[src/rtl/multiplier_pkg.sv]
// Shared definitions for the multiplier datapath and its downstream accumulator.
package multiplier_pkg;

    // Default number of products folded into one accumulated result.
    localparam int ACC_VEC_LEN = 4;

    // State of the accumulator's single-entry result register.
    typedef enum logic [0:0] {
        ACC_OUT_EMPTY = 1'b0,
        ACC_OUT_FULL  = 1'b1
    } acc_out_state_e;

endpackage : multiplier_pkg

[src/rtl/product_accumulator.sv]
// Sums every VEC_LEN consecutive valid products into one dot-product result.
// The input is never stalled. The result sits in a one-deep ready/valid
// register. A result that is still untaken when the next vector completes is
// overwritten, and the sticky overrun flag is set.
module product_accumulator
    import multiplier_pkg::*;
#(
    parameter int PROD_W  = 16,
    parameter int VEC_LEN = ACC_VEC_LEN,
    parameter int ACC_W   = PROD_W + $clog2(VEC_LEN)
) (
    input  logic                       clk,
    input  logic                       rst,
    input  logic [PROD_W-1:0]          product_i,
    input  logic                       product_valid_i,
    input  logic                       clear_i,
    output logic [ACC_W-1:0]           sum_o,
    output logic                       sum_valid_o,
    input  logic                       sum_ready_i,
    output logic [$clog2(VEC_LEN)-1:0] elem_count_o,
    output logic                       overrun_o
);

    localparam int CNT_W = $clog2(VEC_LEN);
    localparam logic [CNT_W-1:0] CNT_LAST = CNT_W'(VEC_LEN - 1);
    localparam logic [CNT_W-1:0] CNT_ONE  = CNT_W'(1);

    // Reject parameter sets where the sum could wrap or the counter degenerates.
    generate
        if (VEC_LEN < 2) begin : g_bad_vec_len
            $error("product_accumulator: VEC_LEN must be >= 2");
        end
        if (ACC_W < PROD_W + $clog2(VEC_LEN)) begin : g_bad_acc_w
            $error("product_accumulator: ACC_W too narrow for VEC_LEN products");
        end
    endgenerate

    logic [ACC_W-1:0]  acc_q,   acc_d;
    logic [CNT_W-1:0]  cnt_q,   cnt_d;
    logic [ACC_W-1:0]  sum_q,   sum_d;
    logic              ovr_q,   ovr_d;
    acc_out_state_e    state_q, state_d;

    logic [ACC_W-1:0]  prod_ext_s;
    logic [ACC_W-1:0]  total_s;
    logic              complete_s;

    assign prod_ext_s = {{(ACC_W - PROD_W){1'b0}}, product_i};
    assign total_s    = acc_q + prod_ext_s;

    // Accumulator and element counter: absorb, finish a vector, or abort it.
    always_comb begin
        acc_d      = acc_q;
        cnt_d      = cnt_q;
        complete_s = 1'b0;
        if (clear_i) begin
            // A product arriving alongside clear is dropped, final or not.
            acc_d = {ACC_W{1'b0}};
            cnt_d = {CNT_W{1'b0}};
        end else if (product_valid_i) begin
            if (cnt_q == CNT_LAST) begin
                complete_s = 1'b1;
                acc_d      = {ACC_W{1'b0}};
                cnt_d      = {CNT_W{1'b0}};
            end else begin
                acc_d = total_s;
                cnt_d = cnt_q + CNT_ONE;
            end
        end else begin
            acc_d = acc_q;
            cnt_d = cnt_q;
        end
    end

    // Result register FSM: load on completion, drain on handshake, flag overwrites.
    always_comb begin
        state_d = state_q;
        sum_d   = sum_q;
        ovr_d   = ovr_q;
        case (state_q)
            ACC_OUT_EMPTY: begin
                if (complete_s) begin
                    state_d = ACC_OUT_FULL;
                    sum_d   = total_s;
                end else begin
                    state_d = ACC_OUT_EMPTY;
                end
            end
            ACC_OUT_FULL: begin
                if (complete_s) begin
                    // Stay full with the new value; it only counts as an
                    // overrun if the held result was not taken this cycle.
                    state_d = ACC_OUT_FULL;
                    sum_d   = total_s;
                    if (!sum_ready_i) begin
                        ovr_d = 1'b1;
                    end else begin
                        ovr_d = ovr_q;
                    end
                end else if (sum_ready_i) begin
                    state_d = ACC_OUT_EMPTY;
                end else begin
                    state_d = ACC_OUT_FULL;
                end
            end
            default: begin
                state_d = ACC_OUT_EMPTY;
            end
        endcase
    end

    // State registers with synchronous reset; reset drops partial and held results.
    always_ff @(posedge clk) begin
        if (rst) begin
            acc_q   <= {ACC_W{1'b0}};
            cnt_q   <= {CNT_W{1'b0}};
            sum_q   <= {ACC_W{1'b0}};
            ovr_q   <= 1'b0;
            state_q <= ACC_OUT_EMPTY;
        end else begin
            acc_q   <= acc_d;
            cnt_q   <= cnt_d;
            sum_q   <= sum_d;
            ovr_q   <= ovr_d;
            state_q <= state_d;
        end
    end

    assign sum_o        = sum_q;
    assign sum_valid_o  = (state_q == ACC_OUT_FULL);
    assign elem_count_o = cnt_q;
    assign overrun_o    = ovr_q;

endmodule : product_accumulator

[config.mk]
export PLATFORM = sky130hd
export DESIGN_NAME = product_accumulator
export DESIGN_NICKNAME = d
export VERILOG_FILES = /design/src/rtl/multiplier_pkg.sv /design/src/rtl/product_accumulator.sv
export SDC_FILE = /design/constraint.sdc
export NUM_CORES = 1
export LEC_CHECK = 0
export ABC_AREA = 1
export BUFFER_PORTS_ARGS = -buffer_cell sky130_fd_sc_hd__buf_2
export CORE_MARGIN = 2
export CORE_UTILIZATION = 35
export DETAILED_ROUTE_END_ITERATION = 8
export GPL_ROUTABILITY_DRIVEN = 1
export SETUP_SLACK_MARGIN = 0.3
export SYNTH_ARGS = -nofsm -noshare
export SYNTH_HDL_FRONTEND = slang
export SYNTH_SLANG_ARGS = --single-unit
export TNS_END_PERCENT = 30
[constraint.sdc]
create_clock -name clk -period 2.1 [get_ports clk]
set_input_delay 0.42 -clock clk [delete_from_list [all_inputs] [get_ports clk]]
set_output_delay 0.42 -clock clk [all_outputs]
set_load 0.005 [all_outputs]
==> reports/metrics.csv, run 1 <==
stage,metric,value,unit
place,hpwl,4.97,mm
worst_setup_path,start_kind,register,
final_layout,fin_area,3140,µm²
floorplan,dieWidth,88.7,µm
synthesis,synth_compound_area_frac,0.140,
clock_network,clk_pin_slew,0.08,ns
synthesis,synth_ff_type,dfxtp_1,
global_route,grt-ovfl-total,0,
clock_network,clockBufferDepth,2,
place,placedInstanceArea,2880,µm²
final_layout,post-route-util,0.457,
global_route,grt_pass1_wl,10.8,mm
timing,setup_viol,0,
final_layout,antenna_cells_inserted,0,
synthesis,synth_top_family_by_area,simple AND/OR/NAND/NOR gates,
synthesis,yosys-top-cells-area,"dfxtp_1, nand2_1, ha_1",
synthesis,synth_cells,386,
detailed_routing,drt_iter0_drc,102,
synthesis,synthMuxAreaShare,0,
synthesis,synth_seq_area_share,0.319,
synthesis,async_flop_share,0,
worst_hold_path,min_path_type,input port to register,
final_layout,nNetsFinal,476,
place,port_buffers,42,
detailed_routing,dr.max_layer_used,met4,
floorplan,io_pins,43,
worst_setup_path,end_kind,register,
clock_network,cts_hold_buf,0,
synthesis,synth.cell_area,2510,µm²
synthesis,ys_ff_latch,40,
clock_network,clkSinkCount,40,
timing,tightest_slew,0.316,ns
synthesis,synth.top_cell.area_share,0.319,
run,cap_violations,0,
floorplan,start_util,0.365,
timing,hold_viol,0,
power,p_seq_frac,0.419,
timing,clock_skew,0.00774,ns
global_route,grt_max_degree,21,
power,switching_share,0.268,
clock_network,cts_root_buffer,clkbuf_8,
floorplan,rows,30,
outcome,status,"complete, no violations",
synthesis,synth-simple-area-share,0.332,
floorplan,die_area,7860,µm²
synthesis,yosys_warnings,0,
worst_setup_path,crit_required,2.33,ns
power,clkPwrFrac,0.400,
timing,fin_tns_setup,0,ns
worst_setup_path,arrival,2.08,ns
timing,finalCritPeriodShare,0.880,
final_layout,n_fill_cell,746,
global_route,antenna_found_initial,0,
timing,slew_violations,0,
detailed_routing,drc,0,
power,p_int,1.37,mW
power,vdd_ir_drop_max,0.236,mV
detailed_routing,drtPass1Iterations,6,
detailed_routing,viasPerCell,4.74,
clock_network,clk_latency,0.29,ns
synthesis,yosysTopAreaCell,dfxtp_1,
detailed_routing,wl_met1,3.38,mm
clock_network,cts_tree,done,
timing,fmax,541,MHz
timing,period_needed,1.85,ns
power,comb_power_share,0.181,
power,cellPowerDensity,596,nW/µm²
synthesis,yosys-top-cells-count,"nand2_1, nor2_1, inv_1",
power,p_leak,1.61,nW
place,gp_congestion,0.835,
floorplan,die_h,88.7,µm
synthesis,syn-num-nets,425,
worst_setup_path,crit_fanout,3,
synthesis,yosysMostFrequentCell,nand2_1,
worst_setup_path,critical_path_class,register to register,
clock_network,htreeDepth,2,
synthesis,synth_edf_count,0,
synthesis,avgSynthCellArea,6.50,µm²
detailed_routing,dr_total_vias,2524,
synthesis,synth-adder-area-share,0.0927,
detailed_routing,finalWirelength,6.67,mm
synthesis,yosys.area_share.xor_xnor,0.0140,
power,power.switching,0.502,mW
final_layout,layout-drive-gt1-share,0.254,
detailed_routing,ant_nets,0,
global_route,grt_use_total,0.175,
timing,slew_headroom,0.788,
clock_network,numCtsBuffers,5,
global_route,first_global_vias,2303,
timing,rsz0062_at_grt,yes,
floorplan,core_area,6870,µm²
detailed_routing,wl_met3,255,µm
detailed_routing,wl_per_cell,12.5,µm
detailed_routing,dr_wl_met2,2.95,mm
final_layout,area_growth_syn_to_layout,25.1,%
synthesis,synth_cell_types,34,
-- power by group through the flow --
| stage | Combinational [mW] | Sequential (mW) | Clock (mW) |
|---|---|---|---|
| 2_1_floorplan | 0.213 | 0.798 | 0 |
| 3_3_place_gp | 0.305 | 0.799 | 0 |
| 3_5_place_dp | 0.307 | 0.800 | 0 |
| 4_1_cts | 0.314 | 0.783 | 0.768 |
| 5_1_grt | 0.380 | 0.787 | 0.800 |
| 6_report | 0.339 | 0.784 | 0.748 |
-- final timing paths --
check | slack, ns | from | depth (start not counted) | endpoint
max reg2reg | 0.25 | acc_q[0] | 14 | acc_q[14]
min | 0.38 | product_valid_i | 2 | elem_count_o[0]
min reg2reg | 0.47 | overrun_o | 2 | overrun_o
max | 0.25 | acc_q[0] | 14 | acc_q[14]
-- metrics by stage --
step / std cells / worst slack (ns) / power [mW] / hold WS (ns)
after floorplan: 386 / 0.244 / 1.01 / 0.447
after global placement: 524 / 0.0343 / 1.10 / 0.438
after detailed placement: 524 / 0.00862 / 1.11 / 0.460
after CTS: 533 / 0.283 / 1.86 / 0.373
after global routing: 533 / 0.144 / 1.97 / 0.370
final: 533 / 0.253 / 1.87 / 0.378
-- cell type report --
class	count	area [µm²]	share of cell area
clock inverter	2	60.1	0.0191
tap	96	120	0.0383
inverter	54	203	0.0646
multi-input combinational	282	1590	0.505
clock buffer	5	68.8	0.0219
sequential	40	802	0.255
timing repair buffer	54	300	0.0957
-- layer usage --
layer,vias to the layer above,global-route usage
met5,-,0
met4,0,0.0441
met3,6,0.0373
met2,48,0.271
met1,1155,0.247
li1,1315,-
-- layout by cell type (no fill, tap or decap), types with 4 or more instances in the layout --
| cell type | count |
|---|---|
| o21ai_0 | 7 |
| buf_2 | 42 |
| buf_4 | 12 |
| o21ai_1 | 11 |
| clkbuf_8 | 5 |
| inv_2 | 10 |
| a21oi_1 | 29 |
| nand2_1 | 103 |
| ha_4 | 7 |
| inv_1 | 44 |
| nand2_2 | 13 |
| a21oi_2 | 7 |
| nand3_1 | 19 |
| dfxtp_1 | 39 |
| xor2_1 | 4 |
| ha_1 | 8 |
| nor2_1 | 49 |
-- cells by family after synthesis --
kind of cell	count (synthesis)
AOI/OAI and AO/OA	62
xor gates and xnor gates	4
adders and majority gates	18
buffers and inverters	64
DFF	40
and+or+nand+nor	198
-- worst max-delay path, cell delays in order, from the launching register on --
cell     delay (ns)
dfxtp_2        0.36
ha_4           0.14
inv_2          0.03
fa_2           0.34
inv_2          0.07
nand2_2        0.05
o21ai_2        0.16
nand2_1        0.10
nand2_2        0.09
nand2_2        0.06
nand2_1        0.06
nand2_1        0.04
nand2_1        0.08
nand2_1        0.07
a21oi_2        0.11
-- registers in the layout, summed over array words and instances (netlist names) --
name	count
acc_q	18
sum_o	18
elem_count_o	2
overrun_o	1
sum_valid_o	1
-- timing repair --
| item | 4_1_cts | 5_1_grt |
|---|---|---|
| gates resized for setup | 4 | 18 |
| buffers inserted | 2 | 0 |
| endpoints found under the setup margin | 14 | 24 |
| pin swaps | 7 | 4 |
| gates cloned | 0 | 0 |
No activity file was read; power rests on OpenSTA's default activity.
==> inputs of run 2 (changes only) <==
--- a/config.mk
+++ b/config.mk
@@ -8,9 +8,10 @@
 export ABC_AREA = 1
 export BUFFER_PORTS_ARGS = -buffer_cell sky130_fd_sc_hd__buf_2
 export CORE_MARGIN = 2
-export CORE_UTILIZATION = 35
+export CORE_UTILIZATION = 56
 export DETAILED_ROUTE_END_ITERATION = 8
 export GPL_ROUTABILITY_DRIVEN = 1
+export PLACE_DENSITY = 0.8
 export SETUP_SLACK_MARGIN = 0.3
 export SYNTH_ARGS = -nofsm -noshare
 export SYNTH_HDL_FRONTEND = slang
==> reports/metrics.csv, run 2 (same netlist as run 1, synthesis figures left out) <==
stage,metric,value,unit,change
clock_network,clkSinkCount,40,,unchanged
worst_setup_path,start_kind,register,,unchanged
floorplan,core_area,4320,µm²,was 6870 µm²
floorplan,rows,24,,was 30
outcome,status,"complete, no violations",,unchanged
clock_network,cts_root_buffer,clkbuf_8,,unchanged
timing,rsz0062_at_grt,yes,,unchanged
final_layout,mostFrequentLayoutCell,nand2_1,,unchanged
detailed_routing,ant_nets,0,,unchanged
timing,hold_viol,0,,unchanged
detailed_routing,dr_total_vias,2602,,was 2524
timing,slew_headroom,0.628,,was 0.788
power,p_seq_frac,0.441,,was 0.419
clock_network,clk_latency,0.30,ns,was 0.29 ns
worst_setup_path,end_kind,register,,unchanged
global_route,first_global_vias,2344,,was 2303
final_layout,post-route-util,0.725,,was 0.457
final_layout,fin_area,3140,µm²,about the same
detailed_routing,finalWirelength,6.50,mm,was 6.67 mm
power,clkPwrFrac,0.359,,was 0.400
worst_setup_path,crit_fanout,4,,was 3
clock_network,numCtsBuffers,5,,unchanged
floorplan,die_h,70.9,µm,was 88.7 µm
run,cap_violations,0,,unchanged
timing,slew_violations,0,,unchanged
final_layout,multi_input_area,1650,µm²,was 1590 µm²
worst_setup_path,crit_required,2.35,ns,was 2.33 ns
worst_hold_path,min_path_type,input port to register,,unchanged
global_route,grt-ovfl-total,0,,unchanged
timing,period_needed,1.87,ns,was 1.85 ns
place,port_buffers,42,,unchanged
floorplan,io_pins,43,,unchanged
final_layout,area_growth_syn_to_layout,24.9,%,was 25.1%
timing,fin_tns_setup,0,ns,unchanged
final_layout,n_fill_cell,382,,was 746
global_route,antenna_found_initial,0,,unchanged
timing,clock_skew,0.00753,ns,was 0.00774 ns
clock_network,clockBufferDepth,2,,unchanged
detailed_routing,drtPass1Iterations,5,,was 6
final_layout,instances_no_fill,490,,was 533
final_layout,antenna_cells_inserted,0,,unchanged
detailed_routing,wl_per_cell,13.3,µm,was 12.5 µm
final_layout,most-common-layout-cells,"nand2_1, nor2_1, inv_1",,unchanged
power,p_int,1.26,mW,was 1.37 mW
floorplan,die_area,5030,µm²,was 7860 µm²
floorplan,start_util,0.580,,was 0.365
clock_network,cts_hold_buf,0,,unchanged
global_route,grt_use_total,0.264,,was 0.175
power,power.total,1.78,mW,was 1.87 mW
detailed_routing,drc,0,,unchanged
final_layout,seqCellArea,806,µm²,was 802 µm²
power,p_leak,1.62,nW,was 1.61 nW
place,hpwl,4.62,mm,was 4.97 mm
global_route,grt_pass1_wl,10.6,mm,was 10.8 mm
detailed_routing,drt_iter0_drc,174,,was 102
power,vdd_ir_drop_max,0.328,mV,was 0.236 mV
timing,finalCritPeriodShare,0.891,,was 0.880
place,pre_cts_ws,0.0216,ns,was 0.00862 ns
place,placedInstanceArea,2810,µm²,was 2880 µm²
timing,tightest_slew,0.557,ns,was 0.316 ns
power,cellPowerDensity,568,nW/µm²,was 596 nW/µm²
floorplan,dieWidth,70.9,µm,was 88.7 µm
place,place_inst,478,,was 524
timing,fmax,534,MHz,was 541 MHz
global_route,grt_max_degree,21,,unchanged
final_layout,layout-drive-gt1-share,0.267,,was 0.254
clock_network,htreeDepth,2,,unchanged
timing,whs,0.367,ns,was 0.378 ns
clock_network,cts_tree,done,,unchanged
detailed_routing,viasPerCell,5.31,,was 4.74
timing,setup_viol,0,,unchanged
place,gp_congestion,0.912,,was 0.835
final_layout,nNetsFinal,476,,unchanged
worst_setup_path,arrival,2.12,ns,was 2.08 ns
power,comb_power_share,0.200,,was 0.181
power,switching_share,0.290,,was 0.268
clock_network,clk_pin_slew,0.08,ns,about the same
timing,fin_ws,0.229,ns,was 0.253 ns
power,power.switching,0.516,mW,was 0.502 mW
worst_setup_path,critical_path_class,register to register,,unchanged
==> run 2: changes by cell type in the layout (fill, tap and decap cells not counted), moves of 2 or more <==
cell,previous run,this run
ha_1,8,6
ha_2,2,0
o21ai_2,2,0
nand2_2,13,15
ha_4,7,11
nand2_4,0,2
nand2_1,103,99
==> run 2: cell type report <==
class / count / area share
multi-input cells: 282 / 0.528
flip-flops and latches: 40 / 0.257
repair buffers: 54 / 0.0958
inverters: 54 / 0.0646
clock buffers: 6 / 0.0231
well taps: 52 / 0.0208
clock inverters: 2 / 0.0112
==> run 2: worst paths after layout <==
check             slack [ns]             from  cells after the start         endpoint
setup / recovery        0.23         acc_q[0]                     14        acc_q[16]
hold / removal          0.37  product_valid_i                      2  elem_count_o[0]
setup reg to reg        0.23         acc_q[0]                     14        acc_q[16]
hold reg to reg         0.48        acc_q[15]                      2        acc_q[15]
==> run 2: repair_timing <==
item / CTS / global route
endpoints found under the setup margin: 12 / 25
pin swaps: 7 / 6
gates resized for setup: 2 / 34
setup buffers: 3 / 1
==> run 2: layer usage <==
layer	vias up	share of wire	GRT usage
li1	1321	-	-
met1	1197	0.47	0.375
met2	78	0.46	0.414
met3	6	0.055	0.0427
met4	0	0.0097	0.0776
met5	-	0	0
==> run 2: power by group through the flow <==
stage	Combinational (mW)	Clock (mW)	Sequential, mW
after floorplan	0.213	0	0.798
after global placement	0.293	0	0.799
after detailed placement	0.298	0	0.800
after CTS	0.304	0.645	0.782
after global routing	0.392	0.678	0.787
final	0.355	0.639	0.786
==> run 2: worst max-delay path: stages (launching register included) <==
cell and delay [ns]:
dfxtp_4 0.37, ha_4 0.14, inv_2 0.04, fa_2 0.34, inv_2 0.08, nand2_2 0.06
o21ai_4 0.16, nand2_2 0.09, nand2_4 0.10, nand2_2 0.07, nand2_1 0.06, nand2_1 0.06
nand2_2 0.08, nand2_2 0.05, a21oi_2 0.13
==> inputs of run 3 (changes only) <==
--- a/config.mk
+++ b/config.mk
@@ -5,7 +5,6 @@
 export SDC_FILE = /design/constraint.sdc
 export NUM_CORES = 1
 export LEC_CHECK = 0
-export ABC_AREA = 1
 export BUFFER_PORTS_ARGS = -buffer_cell sky130_fd_sc_hd__buf_2
 export CORE_MARGIN = 2
 export CORE_UTILIZATION = 56
==> reports/metrics.csv, run 3 <==
stage,metric,value,unit,change
timing,rsz0062_at_grt,yes,,unchanged
synthesis,synth_cell_types,50,,was 34
final_layout,area_growth_syn_to_layout,41.5,%,was 24.9%
clock_network,cts_root_buffer,clkbuf_8,,unchanged
floorplan,dieWidth,69.5,µm,was 70.9 µm
place,port_buffers,42,,unchanged
clock_network,numCtsBuffers,5,,unchanged
power,vdd_ir_drop_max,0.527,mV,was 0.328 mV
floorplan,core_area,4060,µm²,was 4320 µm²
global_route,grt_use_total,0.329,,was 0.264
worst_setup_path,crit_fanout,3,,was 4
global_route,grt-ovfl-total,0,,unchanged
power,power.total,1.93,mW,was 1.78 mW
place,hpwl,4.48,mm,was 4.62 mm
detailed_routing,ant_nets,0,,unchanged
power,cellPowerDensity,567,nW/µm²,was 568 nW/µm²
place,place_inst,412,,was 478
timing,period_needed,2.15,ns,was 1.87 ns
worst_setup_path,crit_required,2.28,ns,was 2.35 ns
floorplan,die_h,69.5,µm,was 70.9 µm
outcome,violations,setup timing,,
final_layout,antenna_cells_inserted,0,,unchanged
place,gp_congestion,0.901,,was 0.912
timing,finalCritPeriodShare,1.03,,was 0.891
final_layout,n_fill_cell,212,,was 382
final_layout,post-route-util,0.839,,was 0.725
clock_network,clkSinkCount,40,,unchanged
global_route,grt_pass1_wl,12.7,mm,was 10.6 mm
final_layout,nNetsFinal,415,,was 476
synthesis,ys_ff_latch,40,,unchanged
worst_hold_path,min_path_type,input port to register,,unchanged
synthesis,async_flop_share,0,,unchanged
outcome,status,finished with violations,,"was complete, no violations"
synthesis,syn-num-nets,342,,was 425
synthesis,yosys_warnings,0,,unchanged
timing,slew_violations,0,,unchanged
synthesis,synth_seq_area_share,0.333,,was 0.319
detailed_routing,drtPass1Iterations,5,,unchanged
floorplan,rows,23,,was 24
worst_setup_path,critical_path_class,register to register,,unchanged
clock_network,clockBufferDepth,2,,unchanged
synthesis,synth_cells,303,,was 386
clock_network,clk_pin_slew,0.09,ns,was 0.08 ns
global_route,antenna_found_initial,0,,unchanged
detailed_routing,dr_total_vias,2816,,was 2602
power,p_leak,1.44,nW,was 1.62 nW
clock_network,htreeDepth,2,,unchanged
final_layout,mostFrequentLayoutCell,buf_2,,was nand2_1
timing,fin_tns_setup,-0.0550,ns,was 0 ns
detailed_routing,viasPerCell,6.59,,was 5.31
timing,whs,0.342,ns,was 0.367 ns
detailed_routing,finalWirelength,8.64,mm,was 6.50 mm
floorplan,io_pins,43,,unchanged
clock_network,clk_latency,0.32,ns,was 0.30 ns
synthesis,synth_ff_type,dfxtp_1,,unchanged
final_layout,instances_no_fill,427,,was 490
floorplan,die_area,4840,µm²,was 5030 µm²
synthesis,yosysMostFrequentCell,dfxtp_1,,was nand2_1
timing,hold_viol,0,,unchanged
worst_setup_path,end_kind,register,,unchanged
synthesis,synth_edf_count,0,,unchanged
synthesis,synth.top_cell.area_share,0.333,,was 0.319
synthesis,synth.cell_area,2410,µm²,was 2510 µm²
timing,setup_viol,1,,was 0
final_layout,layout-drive-gt1-share,0.401,,was 0.267
detailed_routing,wl_per_cell,20.2,µm,was 13.3 µm
worst_setup_path,arrival,2.33,ns,was 2.12 ns
global_route,first_global_vias,2701,,was 2344
timing,fmax,464,MHz,was 534 MHz
timing,slew_headroom,0.576,,was 0.628
timing,fin_ws,-0.0550,ns,was 0.229 ns
final_layout,most-common-layout-cells,"buf_2, buf_4, nand2_1",,"was nand2_1, nor2_1, inv_1"
synthesis,avgSynthCellArea,7.94,µm²,was 6.50 µm²
synthesis,yosys-top-cells-area,"dfxtp_1, ha_1, a21oi_1",,"was dfxtp_1, nand2_1, ha_1"
timing,tightest_slew,0.634,ns,was 0.557 ns
floorplan,start_util,0.593,,was 0.580
timing,clock_skew,0.00998,ns,was 0.00753 ns
synthesis,yosysTopAreaCell,dfxtp_1,,unchanged
synthesis,yosys-top-cells-count,"dfxtp_1, nand2_1, a21oi_1",,"was nand2_1, nor2_1, inv_1"
detailed_routing,drt_iter0_drc,423,,was 174
clock_network,cts_tree,done,,unchanged
run,cap_violations,0,,unchanged
detailed_routing,drc,0,,unchanged
worst_setup_path,start_kind,register,,unchanged
global_route,grt_max_degree,23,,was 21
==> run 3: cell count changes in the layout (fill, tap and decap cells not counted), sizes merged, moves of 6 or more <==
| cell | delta |
|---|---|
| nand3 | -9 |
| nand2 | -79 |
| nor2 | -25 |
| or3 | +6 |
| o21ai | -7 |
| a21oi | -8 |
| a22oi | +6 |
| o21a | +6 |
| inv | -44 |
| buf | +29 |
==> run 3: what timing repair did <==
item	CTS	global route
resized for setup	37	21
setup endpoints to repair	26	28
pin swaps	21	12
setup buffers	7	0
hold buffers	0	0
==> run 3: area by class of cell <==
class,count,area (µm²),area share
Clock buffer,5,68.8,0.0202
Clock inverter,3,47.5,0.0140
Inverter,10,37.5,0.0110
Multi-Input combinational cell,236,1850,0.544
Sequential cell,40,810,0.238
Tap cell,50,62.6,0.0184
Timing Repair Buffer,83,526,0.154
==> run 3: final timing paths <==
path | to | cells past startpoint | slack [ns] | start
setup / recovery | acc_q[12] | 10 | -0.05 | acc_q[0]
hold / removal | sum_o[17] | 2 | 0.34 | rst
setup reg to reg | acc_q[12] | 10 | -0.05 | acc_q[0]
hold reg to reg | sum_o[10] | 2 | 0.45 | sum_o[10]
==> run 3: worst max-delay path, cell delays in order, from the launching register on <==
cell and delay [ns]:
dfxtp_2 0.34, ha_4 0.17, inv_2 0.06, fa_2 0.22
nor2b_4 0.05, o2111ai_4 0.25, a21boi_2 0.11, buf_4 0.15
or3_4 0.36, a32oi_1 0.20, nor2_1 0.09
==> run 3: metrics by stage <==
stage / cell area [µm²] / setup WS (ns)
2_1_floorplan: 2480 / 0.00414
3_3_place_gp: 2940 / -0.218
3_5_place_dp: 2940 / -0.316
4_1_cts: 3290 / 0.0545
5_1_grt: 3410 / -0.180
6_report: 3410 / -0.0550
==> run 3: cells by family (layout without fill, tap and decap cells) <==
| group | count (synthesis) | in the layout | share of synthesized area |
|---|---|---|---|
| adder cells (fa/ha/maj) | 18 | 18 | 0.0967 |
| buffers and inverters | 27 | 101 | 0.0452 |
| AND/OR/NAND/NOR | 118 | 118 | 0.240 |
| AO/OA/AOI/OAI | 92 | 92 | 0.256 |
| flip-flops | 40 | 40 | 0.333 |
| XOR/XNOR | 7 | 7 | 0.0255 |
| multiplexers | 1 | 1 | 0.00416 |
==> run 3: metal layers <==
layer	global-route usage	vias up	share of wire
met5	0	-	0
li1	-	1256	-
met4	0.190	0	0.064
met1	0.381	1291	0.37
met3	0.0727	68	0.091
met2	0.556	201	0.47
==> run 3: where the power goes <==
group | switching (mW) | leakage, nW | internal (mW) | total, mW
Sequential | 0.0129 | 0.327 | 0.774 | 0.787
Combinational | 0.261 | 1.06 | 0.210 | 0.471
Clock | 0.315 | 0.0583 | 0.358 | 0.673
Total | 0.588 | 1.44 | 1.34 | 1.93
